<file path="config.mk">
export PLATFORM = sky130hd
export DESIGN_NAME = mem_rr_arbiter_flat
export DESIGN_NICKNAME = d
export VERILOG_FILES = /design/src/rtl/mem_rr_arbiter_pkg.sv /design/src/rtl/mem_rr_arbiter_if.sv /design/src/rtl/mem_rr_arbiter_rr_pick.sv /design/src/rtl/mem_rr_arbiter.sv /design/src/flat_wrapper.sv
export SDC_FILE = /design/constraint.sdc
export NUM_CORES = 1
export LEC_CHECK = 0
export CAP_MARGIN = 20
export CORE_MARGIN = 2
export CORE_UTILIZATION = 39
export CTS_CLUSTER_DIAMETER = 80
export CTS_CLUSTER_SIZE = 28
export DETAILED_ROUTE_END_ITERATION = 6
export PLACE_DENSITY = 0.86
export SYNTH_ARGS = -nofsm -noshare
export SYNTH_HDL_FRONTEND = slang
export SYNTH_SLANG_ARGS = --single-unit
</file>
<file path="constraint.sdc">
create_clock -name clk -period 1.9 [get_ports clk]
set_input_delay 0.19 -clock clk [delete_from_list [all_inputs] [get_ports clk]]
set_output_delay 0.19 -clock clk [all_outputs]
set_load 0.02 [all_outputs]
</file>
<file path="src/rtl/mem_rr_arbiter_pkg.sv">
// mem_arb_pkg: shared constants and helpers for mem_rr_arbiter.
//   MEM_RD_LAT  : memory read latency (mem_ren -> mem_rdata), cycles.
//   ARB_RSP_LAT : grant -> rsp_valid latency, cycles.
//   RSP_PIPE_ST : depth of the {valid,id} read-tracking pipe.
//   rsp_ent_w() : bit width of one read-tracking pipe entry.
package mem_arb_pkg;

  localparam int MEM_RD_LAT  = 1;
  localparam int ARB_RSP_LAT = 3;
  // One stage covers the issue register, one covers the memory read
  // latency. The output register supplies the last cycle.
  localparam int RSP_PIPE_ST = ARB_RSP_LAT - 1;

  // A pipe entry is one valid bit plus a requester index.
  function automatic int rsp_ent_w(input int idw);
    return 1 + idw;
  endfunction

endpackage

</file>
<file path="src/rtl/mem_rr_arbiter_if.sv">
// mem_rr_arbiter_if: requester-side and memory-side bus of mem_rr_arbiter.
//   slave  : arbiter view. It takes requests and mem_rdata, and it drives
//            grants, responses and memory commands.
//   master : environment view (requesters plus memory), the reverse.
// Requester i uses req_addr[i*ALEN +: ALEN] and req_wdata[i*DLEN +: DLEN].
interface mem_rr_arbiter_if #(
  parameter int NUM_REQ = 2,
  parameter int ALEN    = 2,
  parameter int DLEN    = 32
);
  logic [NUM_REQ-1:0]      req_valid;
  logic [NUM_REQ-1:0]      req_ready;
  logic [NUM_REQ-1:0]      req_we;
  logic [NUM_REQ*ALEN-1:0] req_addr;
  logic [NUM_REQ*DLEN-1:0] req_wdata;
  logic [NUM_REQ-1:0]      rsp_valid;
  logic [DLEN-1:0]         rsp_rdata;
  logic                    mem_wen;
  logic [ALEN-1:0]         mem_waddr;
  logic [DLEN-1:0]         mem_wdata;
  logic                    mem_ren;
  logic [ALEN-1:0]         mem_raddr;
  logic [DLEN-1:0]         mem_rdata;

  modport slave (
    input  req_valid, req_we, req_addr, req_wdata, mem_rdata,
    output req_ready, rsp_valid, rsp_rdata,
           mem_wen, mem_waddr, mem_wdata, mem_ren, mem_raddr
  );

  modport master (
    output req_valid, req_we, req_addr, req_wdata, mem_rdata,
    input  req_ready, rsp_valid, rsp_rdata,
           mem_wen, mem_waddr, mem_wdata, mem_ren, mem_raddr
  );
endinterface

</file>
<file path="src/rtl/mem_rr_arbiter_rr_pick.sv">
// rr_pick: combinational round-robin selector.
//   req : candidate request vector
//   ptr : index with the highest priority. The search wraps modulo N.
//   gnt : one-hot grant, all zero when req is empty
//   idx : index of the granted bit (0 when there is no grant)
//   any : a grant was made
module rr_pick #(
  parameter int N   = 2,
  parameter int IDW = 1
) (
  input  logic [N-1:0]   req,
  input  logic [IDW-1:0] ptr,
  output logic [N-1:0]   gnt,
  output logic [IDW-1:0] idx,
  output logic           any
);

  always_comb begin
    int j;
    gnt = '0;
    idx = '0;
    any = 1'b0;
    j   = 0;
    for (int k = 0; k < N; k++) begin
      j = int'(ptr) + k;
      if (j >= N) j = j - N;
      if (!any && req[j]) begin
        any    = 1'b1;
        gnt[j] = 1'b1;
        idx    = j[IDW-1:0];
      end
    end
  end

endmodule

</file>
<file path="src/rtl/mem_rr_arbiter.sv">
// mem_rr_arbiter: round-robin sharing of one single-port word memory
// between NUM_REQ requesters. The block accepts one access per cycle and
// registers all memory-side outputs.
//   clk, rst : clock and synchronous active-high reset
//   bus      : mem_rr_arbiter_if.slave
//              req_valid/req_ready/req_we/req_addr/req_wdata : requests
//              rsp_valid/rsp_rdata : read return, 3 cycles after the grant
//              mem_* : memory port (mem_rdata arrives 1 cycle after mem_ren)
// Optional: MEM_RR_ARBITER_WR_PRIO_EN. When any valid request is a write,
// only the writers take part in the round-robin for that cycle.
module mem_rr_arbiter
  import mem_arb_pkg::*;
#(
  parameter int NUM_REQ = 2,
  parameter int ALEN    = 2,
  parameter int DLEN    = 32,
  parameter int IDW     = $clog2(NUM_REQ)
) (
  input  logic               clk,
  input  logic               rst,
  mem_rr_arbiter_if.slave    bus
);

  typedef struct packed {
    logic           valid;
    logic [IDW-1:0] id;
  } rsp_ent_t;

  localparam int LAST = RSP_PIPE_ST - 1;

  // The packed 2-D views share the flat bus layout, so slot i is requester i.
  logic [NUM_REQ-1:0][ALEN-1:0] addr_a;
  logic [NUM_REQ-1:0][DLEN-1:0] wdata_a;
  assign addr_a  = bus.req_addr;
  assign wdata_a = bus.req_wdata;

  logic [IDW-1:0]     ptr;
  logic [NUM_REQ-1:0] cand;
  logic [NUM_REQ-1:0] gnt;
  logic [IDW-1:0]     gidx;
  logic               gany;
  logic               g_we;

`ifdef MEM_RR_ARBITER_WR_PRIO_EN
  logic [NUM_REQ-1:0] wr_req;
  assign wr_req = bus.req_valid & bus.req_we;
  assign cand   = (|wr_req) ? wr_req : bus.req_valid;
`else
  assign cand   = bus.req_valid;
`endif

  rr_pick #(.N(NUM_REQ), .IDW(IDW)) u_pick (
    .req (cand),
    .ptr (ptr),
    .gnt (gnt),
    .idx (gidx),
    .any (gany)
  );

  // Grants depend only on req_valid and ptr. A requester may therefore
  // hold valid while it waits for ready.
  assign bus.req_ready = rst ? '0 : gnt;
  assign g_we          = bus.req_we[gidx];

  logic               mem_wen_q, mem_ren_q;
  logic [ALEN-1:0]    mem_waddr_q, mem_raddr_q;
  logic [DLEN-1:0]    mem_wdata_q;
  logic [NUM_REQ-1:0] rsp_valid_q;
  logic [DLEN-1:0]    rsp_rdata_q;
  rsp_ent_t           rsp_pipe [RSP_PIPE_ST];

  always_ff @(posedge clk) begin
    if (rst) begin
      ptr         <= '0;
      mem_wen_q   <= 1'b0;
      mem_ren_q   <= 1'b0;
      mem_waddr_q <= '0;
      mem_raddr_q <= '0;
      mem_wdata_q <= '0;
      rsp_valid_q <= '0;
      rsp_rdata_q <= '0;
      for (int s = 0; s < RSP_PIPE_ST; s++) rsp_pipe[s] <= '0;
    end else begin
      if (gany)
        ptr <= (gidx == IDW'(NUM_REQ - 1)) ? '0 : gidx + IDW'(1);

      // Issue stage. A cycle without a grant leaves both enables low.
      mem_wen_q <= gany & g_we;
      mem_ren_q <= gany & ~g_we;
      if (gany & g_we) begin
        mem_waddr_q <= addr_a[gidx];
        mem_wdata_q <= wdata_a[gidx];
      end
      if (gany & ~g_we)
        mem_raddr_q <= addr_a[gidx];

      // Reads only. Stage 0 lines up with mem_ren and the last stage
      // lines up with mem_rdata.
      rsp_pipe[0] <= '{valid: gany & ~g_we, id: gidx};
      for (int s = 1; s < RSP_PIPE_ST; s++) rsp_pipe[s] <= rsp_pipe[s-1];

      // rsp_rdata holds its value between responses.
      rsp_valid_q <= '0;
      if (rsp_pipe[LAST].valid) begin
        rsp_valid_q[rsp_pipe[LAST].id] <= 1'b1;
        rsp_rdata_q                    <= bus.mem_rdata;
      end
    end
  end

  assign bus.mem_wen   = mem_wen_q;
  assign bus.mem_ren   = mem_ren_q;
  assign bus.mem_waddr = mem_waddr_q;
  assign bus.mem_raddr = mem_raddr_q;
  assign bus.mem_wdata = mem_wdata_q;
  assign bus.rsp_valid = rsp_valid_q;
  assign bus.rsp_rdata = rsp_rdata_q;

endmodule
</file>
<file path="src/flat_wrapper.sv">
// flat-port wrapper written by rule: the top's interface ports become plain ports
module mem_rr_arbiter_flat import mem_arb_pkg::*;
#(
  parameter int NUM_REQ = 2,
  parameter int ALEN    = 2,
  parameter int DLEN    = 32,
  parameter int IDW     = $clog2(NUM_REQ)
)
  (clk, rst, bus_req_valid, bus_req_we, bus_req_addr, bus_req_wdata, bus_mem_rdata, bus_req_ready, bus_rsp_valid, bus_rsp_rdata, bus_mem_wen, bus_mem_waddr, bus_mem_wdata, bus_mem_ren, bus_mem_raddr);
  mem_rr_arbiter_if #(.NUM_REQ(NUM_REQ), .ALEN(ALEN), .DLEN(DLEN)) bus_i ();
  input  logic clk;
  input  logic rst;
  input wire logic [$bits(bus_i.req_valid)-1:0] bus_req_valid;
  input wire logic [$bits(bus_i.req_we)-1:0] bus_req_we;
  input wire logic [$bits(bus_i.req_addr)-1:0] bus_req_addr;
  input wire logic [$bits(bus_i.req_wdata)-1:0] bus_req_wdata;
  input wire logic [$bits(bus_i.mem_rdata)-1:0] bus_mem_rdata;
  output wire logic [$bits(bus_i.req_ready)-1:0] bus_req_ready;
  output wire logic [$bits(bus_i.rsp_valid)-1:0] bus_rsp_valid;
  output wire logic [$bits(bus_i.rsp_rdata)-1:0] bus_rsp_rdata;
  output wire logic [$bits(bus_i.mem_wen)-1:0] bus_mem_wen;
  output wire logic [$bits(bus_i.mem_waddr)-1:0] bus_mem_waddr;
  output wire logic [$bits(bus_i.mem_wdata)-1:0] bus_mem_wdata;
  output wire logic [$bits(bus_i.mem_ren)-1:0] bus_mem_ren;
  output wire logic [$bits(bus_i.mem_raddr)-1:0] bus_mem_raddr;
  assign bus_i.req_valid = bus_req_valid;
  assign bus_i.req_we = bus_req_we;
  assign bus_i.req_addr = bus_req_addr;
  assign bus_i.req_wdata = bus_req_wdata;
  assign bus_i.mem_rdata = bus_mem_rdata;
  assign bus_req_ready = bus_i.req_ready;
  assign bus_rsp_valid = bus_i.rsp_valid;
  assign bus_rsp_rdata = bus_i.rsp_rdata;
  assign bus_mem_wen = bus_i.mem_wen;
  assign bus_mem_waddr = bus_i.mem_waddr;
  assign bus_mem_wdata = bus_i.mem_wdata;
  assign bus_mem_ren = bus_i.mem_ren;
  assign bus_mem_raddr = bus_i.mem_raddr;
  mem_rr_arbiter #(.NUM_REQ(NUM_REQ), .ALEN(ALEN), .DLEN(DLEN), .IDW(IDW)) u_core (.clk(clk), .rst(rst), .bus(bus_i));
endmodule
</file>
Word level (Yosys, flattened, before mapping):

Memory sizes are Yosys's and may differ from the RTL's.
Cells that the tools add are included.

* bits in registers: 73
* RAM bits: 4
* output and inout bits: 74
* word-level logic and storage cells: 68
* memories kept: 1

Memory list
* u_core.rsp_pipe: depth 2, bits a word 2, rd ports 2, clocked after memory_dff 0, write ports 2, line mem_rr_arbiter.sv:70 `rsp_ent_t rsp_pipe [RSP_PIPE_ST];`

* add/subtract/negate cells: 4
* $lt $le $gt $ge: 9
* multiplexer cells: 33
* bitwise gates (word level): 7
* reduce and logical (&&, ||, !) cells: 6

Operators by type and width (count)
* 2-to-1 mux 32 bit: 4
* greater-or-equal comparator 32 x 1 -> 1 bit, second input constant: 2
* less-than comparator 32 x 3 -> 1 bit, second input constant: 2
* 2-to-1 mux 1 bit: 19
* 2-to-1 mux 2 bit: 7
* logical AND 1 bit: 4
* less-than comparator 1 x 2 -> 1 bit, second input constant: 2
* demux 1 bit (select 1 bit): 3
* subtractor 1 x 2 -> 3 bit, second input constant: 1
* subtractor 2 x 2 -> 3 bit, second input constant: 1
* adder 1 x 1 -> 2 bit, second input constant: 1
* bitwise AND 1 bit: 2
* greater-or-equal comparator 1 x 2 -> 1 bit, second input constant: 1
* greater-or-equal comparator 2 bit, second input constant: 1
* inverter 1 bit: 2
* bitwise OR 1 bit: 2
* bitwise OR 2 bit: 1
* OR reduction 2 bit: 1
* adder 1 bit, second input constant: 1
* greater-or-equal comparator 1 bit, second input constant: 1
* zero test 1 bit: 1

Depth between registers and ports, before layout:

* depth in word-level cells: 14
* depth in mapped cells: 7
* depth with buffers taken out: 3

By module:

A second synthesis with hierarchy kept.

* cell total of the unflattened synthesis: 295
* area total of the unflattened synthesis: 3193.1 sq um

Modules (own cells, without submodules)
* mem_rr_arbiter: instances 1, cells an instance 290, area each 3160.5 sq um, seq. area each 1521.5 sq um
* rr_pick: instances 1, cells an instance 5, area each 32.5 sq um, seq. area each 0.0 sq um

Least setup slack after synthesis:

Ideal clock, no wire load.

* kind: input to output
* start point: input port bus_req_valid[1]
* end point: output port bus_req_ready[0]
* data arrival time: 1.213 ns
* setup slack: 0.497 ns
* stages on the path: 5
* cell sequence: buf_6 > a21boi_1 > buf_4 > buf_2 > nor2b_1

* longest elaborated chain between the ends: 8

RTL lines
* start, declared: line flat_wrapper.sv:13 `input wire logic [$bits(bus_i.req_valid)-1:0] bus_req_valid;`
* 2-to-1 mux 1 bit (implied by the code) (3 in series): line mem_rr_arbiter_rr_pick.sv:27 `if (!any && req[j]) begin`
* 2-to-1 mux 1 bit: line mem_rr_arbiter_rr_pick.sv:27
* zero test 1 bit: line mem_rr_arbiter_rr_pick.sv:27
* logical AND 1 bit: line mem_rr_arbiter_rr_pick.sv:27
* 2-to-1 mux 2 bit *: line mem_rr_arbiter_rr_pick.sv:27
* 2-to-1 mux 2 bit *: line mem_rr_arbiter.sv:62 `assign bus.req_ready = rst ? '0 : gnt;`
* end, declared: line flat_wrapper.sv:18 `output wire logic [$bits(bus_i.req_ready)-1:0] bus_req_ready;`

Mark *: on every way between the ends. The rest lies on a longest branch, timed or not. The select of a mux whose other input is x is not followed.

Worst setup path after layout:

* start point: input port bus_req_valid[1]
* end point: output port bus_req_ready[1]

Same word-level chain as after synthesis.

==> run_results.csv <==
group,metric,value,unit
outcome,outcome,"finished clean",
yosys,yosysTopAreaCell,"dfxtp_1",
finish,layout.nets,610,
critical_path,cp.arrival,1.54,ns
yosys,synthesis.area,3289,um2
critical_path,worstReg2RegStart,"u_core.ptr",
critical_path,crit_path_max_fanout,4,
drt,vias,3509,
global_route,grt.busiest_layer,"met2",
critical_path,required,1.71,ns
placed_design,port_buffers,179,
global_route,overflow,0,
clock_tree,clock_sinks,76,
yosys,synth.distinct_cells,21,
sta,relSlewSlack,57.48,%
global_route,grt_pass1_wl,16060,um
finish,utilization,64.72,%
die,die_w,95.84,um
yosys,synthCells,348,
clock_tree,clkLatencyLatePin,0.33,ns
global_route,met2_usage,38.17,%
sta,finalHoldViolations,0,
yosys,synth_area_leaders,"dfxtp_1 46%, mux2i_1 9.7%, a221oi_1 9.6%, a311oi_1 9.6%, nand3_1 5.2%",
sta,timing.fmax,579.6,MHz
yosys,syn-num-nets,454,
global_route,grt_antenna_before_repair,0,
hold_path,hold_path_startpoint,"rst",
clock_tree,root_buffer,"clkbuf_8",
critical_path,crit_slowest_cell,"clkdlybuf4s50_1",
finish,fillCellCount,680,
die,core,8217,um2
power,vdd_drop_max,0.2887,mV
yosys,synth.top_cell.area_share,46.25,%
power,leakagePower,1.825,nW
yosys,synth-main-ff-cell,"dfxtp_1",
critical_path,critPathKind,"in -> out",
drt,drc,0,
global_route,grt_util_all_layers,22.33,%
drt,via_per_inst,5.715,
sta,tightest_slew,0.6378,ns
yosys,seq_area_frac_synth,46.25,%
drt,drt_pre_antenna_iters,6,
die,rows,33,
finish,n_antenna_cell,0,
critical_path,cp-start-kind,"input port",
clock_tree,clk_pin_slew,0.08,ns
sta,finalSetupViolCount,0,
critical_path,slowest_delay,0.62,ns
global_route,grt_max_degree,64,
yosys,async_flop_share,0,%
yosys,synth_area_per_cell,9.452,um2
sta,fin_crit_sh,90.81,%
critical_path,critical-path-top-delay-family,"buffers and inverters",
clock_tree,cts_tree,"yes",
die,die_area,9185,um2
clock_tree,postCtsHoldBufs,0,
die,start_util,40.03,%
sta,finClkSkew,0.007090,ns
drt,drtIter0Drc,240,
hold_path,hp-class,"in -> reg",
clock_tree,cts_resized,2,
power,powerDensity,714.4,nW/um2
run,drv_cap,0,
critical_path,path_buf_inv,3,
drt,wirelength,10650,um
drt,ant_nets,0,
yosys,post-synth-top-count-cell,"dfxtp_1",
die,pin_count,180,
yosys,synth_common_cells,"76 x dfxtp_1, 36 x a221oi_1, 36 x a311oi_1, 35 x clkbuf_1",
sta,fin_crit,1.725,ns
sta,tns,0,ns
clock_tree,cts_buffer_depth,2,
clock_tree,htreeDepth,3,
clock_tree,post_cts_buffers,0,
finish,layout-drive-gt1-share,6.680,%
die,die_h,95.84,um
sta,rsz0062_at_grt,"no",
global_route,use_met3,7.126,%
global_route,met1_usage,26.56,%
yosys,synth_seq_cells,76,
critical_path,startpoint,"bus_req_valid[1]",
finish,area.growth.synth_to_final,61.66,%
placed_design,place_area,5150,um2
placed_design,hpwl,7323,um
global_route,grt_pass1_vias,3280,
drt,wl_per_cell,17.34,um
yosys,synth_edf_count,0,
critical_path,path_cells,"clkdlybuf4s50_1 > inv_1 > nor3_1 > dlygate4sd2_1",
finish,fin_area,5318,um2
clock_tree,cts_buffers,9,
yosys,yosysWarnings,0,
critical_path,worstSetupEndpointType,"primary output",
placed_design,gp_congestion,0.6960,
sta,slew_viol_final,0,
state kept, by name, summed over array words and instances (netlist names):
name / cells
u_core.ptr: 1
u_core.bus.mem_waddr: 2
u_core.bus.mem_wdata: 32
u_core.bus.rsp_rdata: 32
u_core.bus.mem_wen: 1
u_core.bus.mem_raddr: 2
u_core.bus.rsp_valid: 2
u_core.rsp_pipe: 4
power by group:
group | internal [mW] | switching [mW]
Clock | 0.480 | 0.587
Sequential | 1.69 | 0.0558
Combinational | 0.521 | 0.462
Total | 2.69 | 1.10
logic make-up (layout without fill, tap and decap cells):
kind of cell,after synthesis,count (layout),synth area share (%)
compound gates,110,110,25.26
buf+inv,50,211,7.227
flops,76,76,46.25
mux,32,32,9.738
simple gates,80,80,11.53
cell type report:
cell class | count | area, um2 | area share, %
Timing Repair Buffer | 193 | 1939 | 36.47
Clock buffer | 11 | 131.4 | 2.471
Sequential cell | 76 | 1523 | 28.64
Inverter | 2 | 7.507 | 0.1412
Multi-Input combinational cell | 222 | 1546 | 29.08
Tap cell | 105 | 131.4 | 2.471
Clock inverter | 5 | 38.79 | 0.7294
cells in the final DEF, fill, tap and decap left out, drive strengths merged, types with 2 or more instances in the layout:
cell type	count
a221oi	36
a22o	2
a311oi	36
buf	15
clkbuf	11
clkdlybuf4s50	176
clkinv	4
dfxtp	76
dlygate4sd2	2
inv	2
mux2i	32
nand3	34
nor2	33
nor2b	7
nor3	2
o21ai	34
final timing paths:
path         slack [ns]                      end  cells after the start
min                0.27               u_core.ptr                      3
min reg2reg        0.44  u_core.bus.rsp_valid[0]                      1
max reg2reg        0.31  u_core.bus.mem_wdata[8]                      5
max                0.17         bus_req_ready[1]                      4
tightest hold or removal path, stage by stage:
cell and delay [ns]:
buf_2 0.12, buf_4 0.20, nor2_1 0.06
metrics by stage:
step	setup WS, ns	hold WS [ns]	std cells	total power, mW
global route	0.1311	0.2956	614	3.973
finish	0.1746	0.2741	614	3.799
detailed placement	-0.09719	0.4214	598	2.768
floorplan	0.4972	0.3372	348	2.256
global placement	-0.1313	0.3944	598	2.745
CTS	0.2123	0.2577	614	3.823
metal layers:
layer,routed length [um],part of all wire [%],up-vias
met5,0,0,-
met4,125,1.2,0
met3,1255,12,15
met2,5086,48,214
met1,4179,39,1635
li1,-,-,1645
No activity file was read; power rests on OpenSTA's default activity.
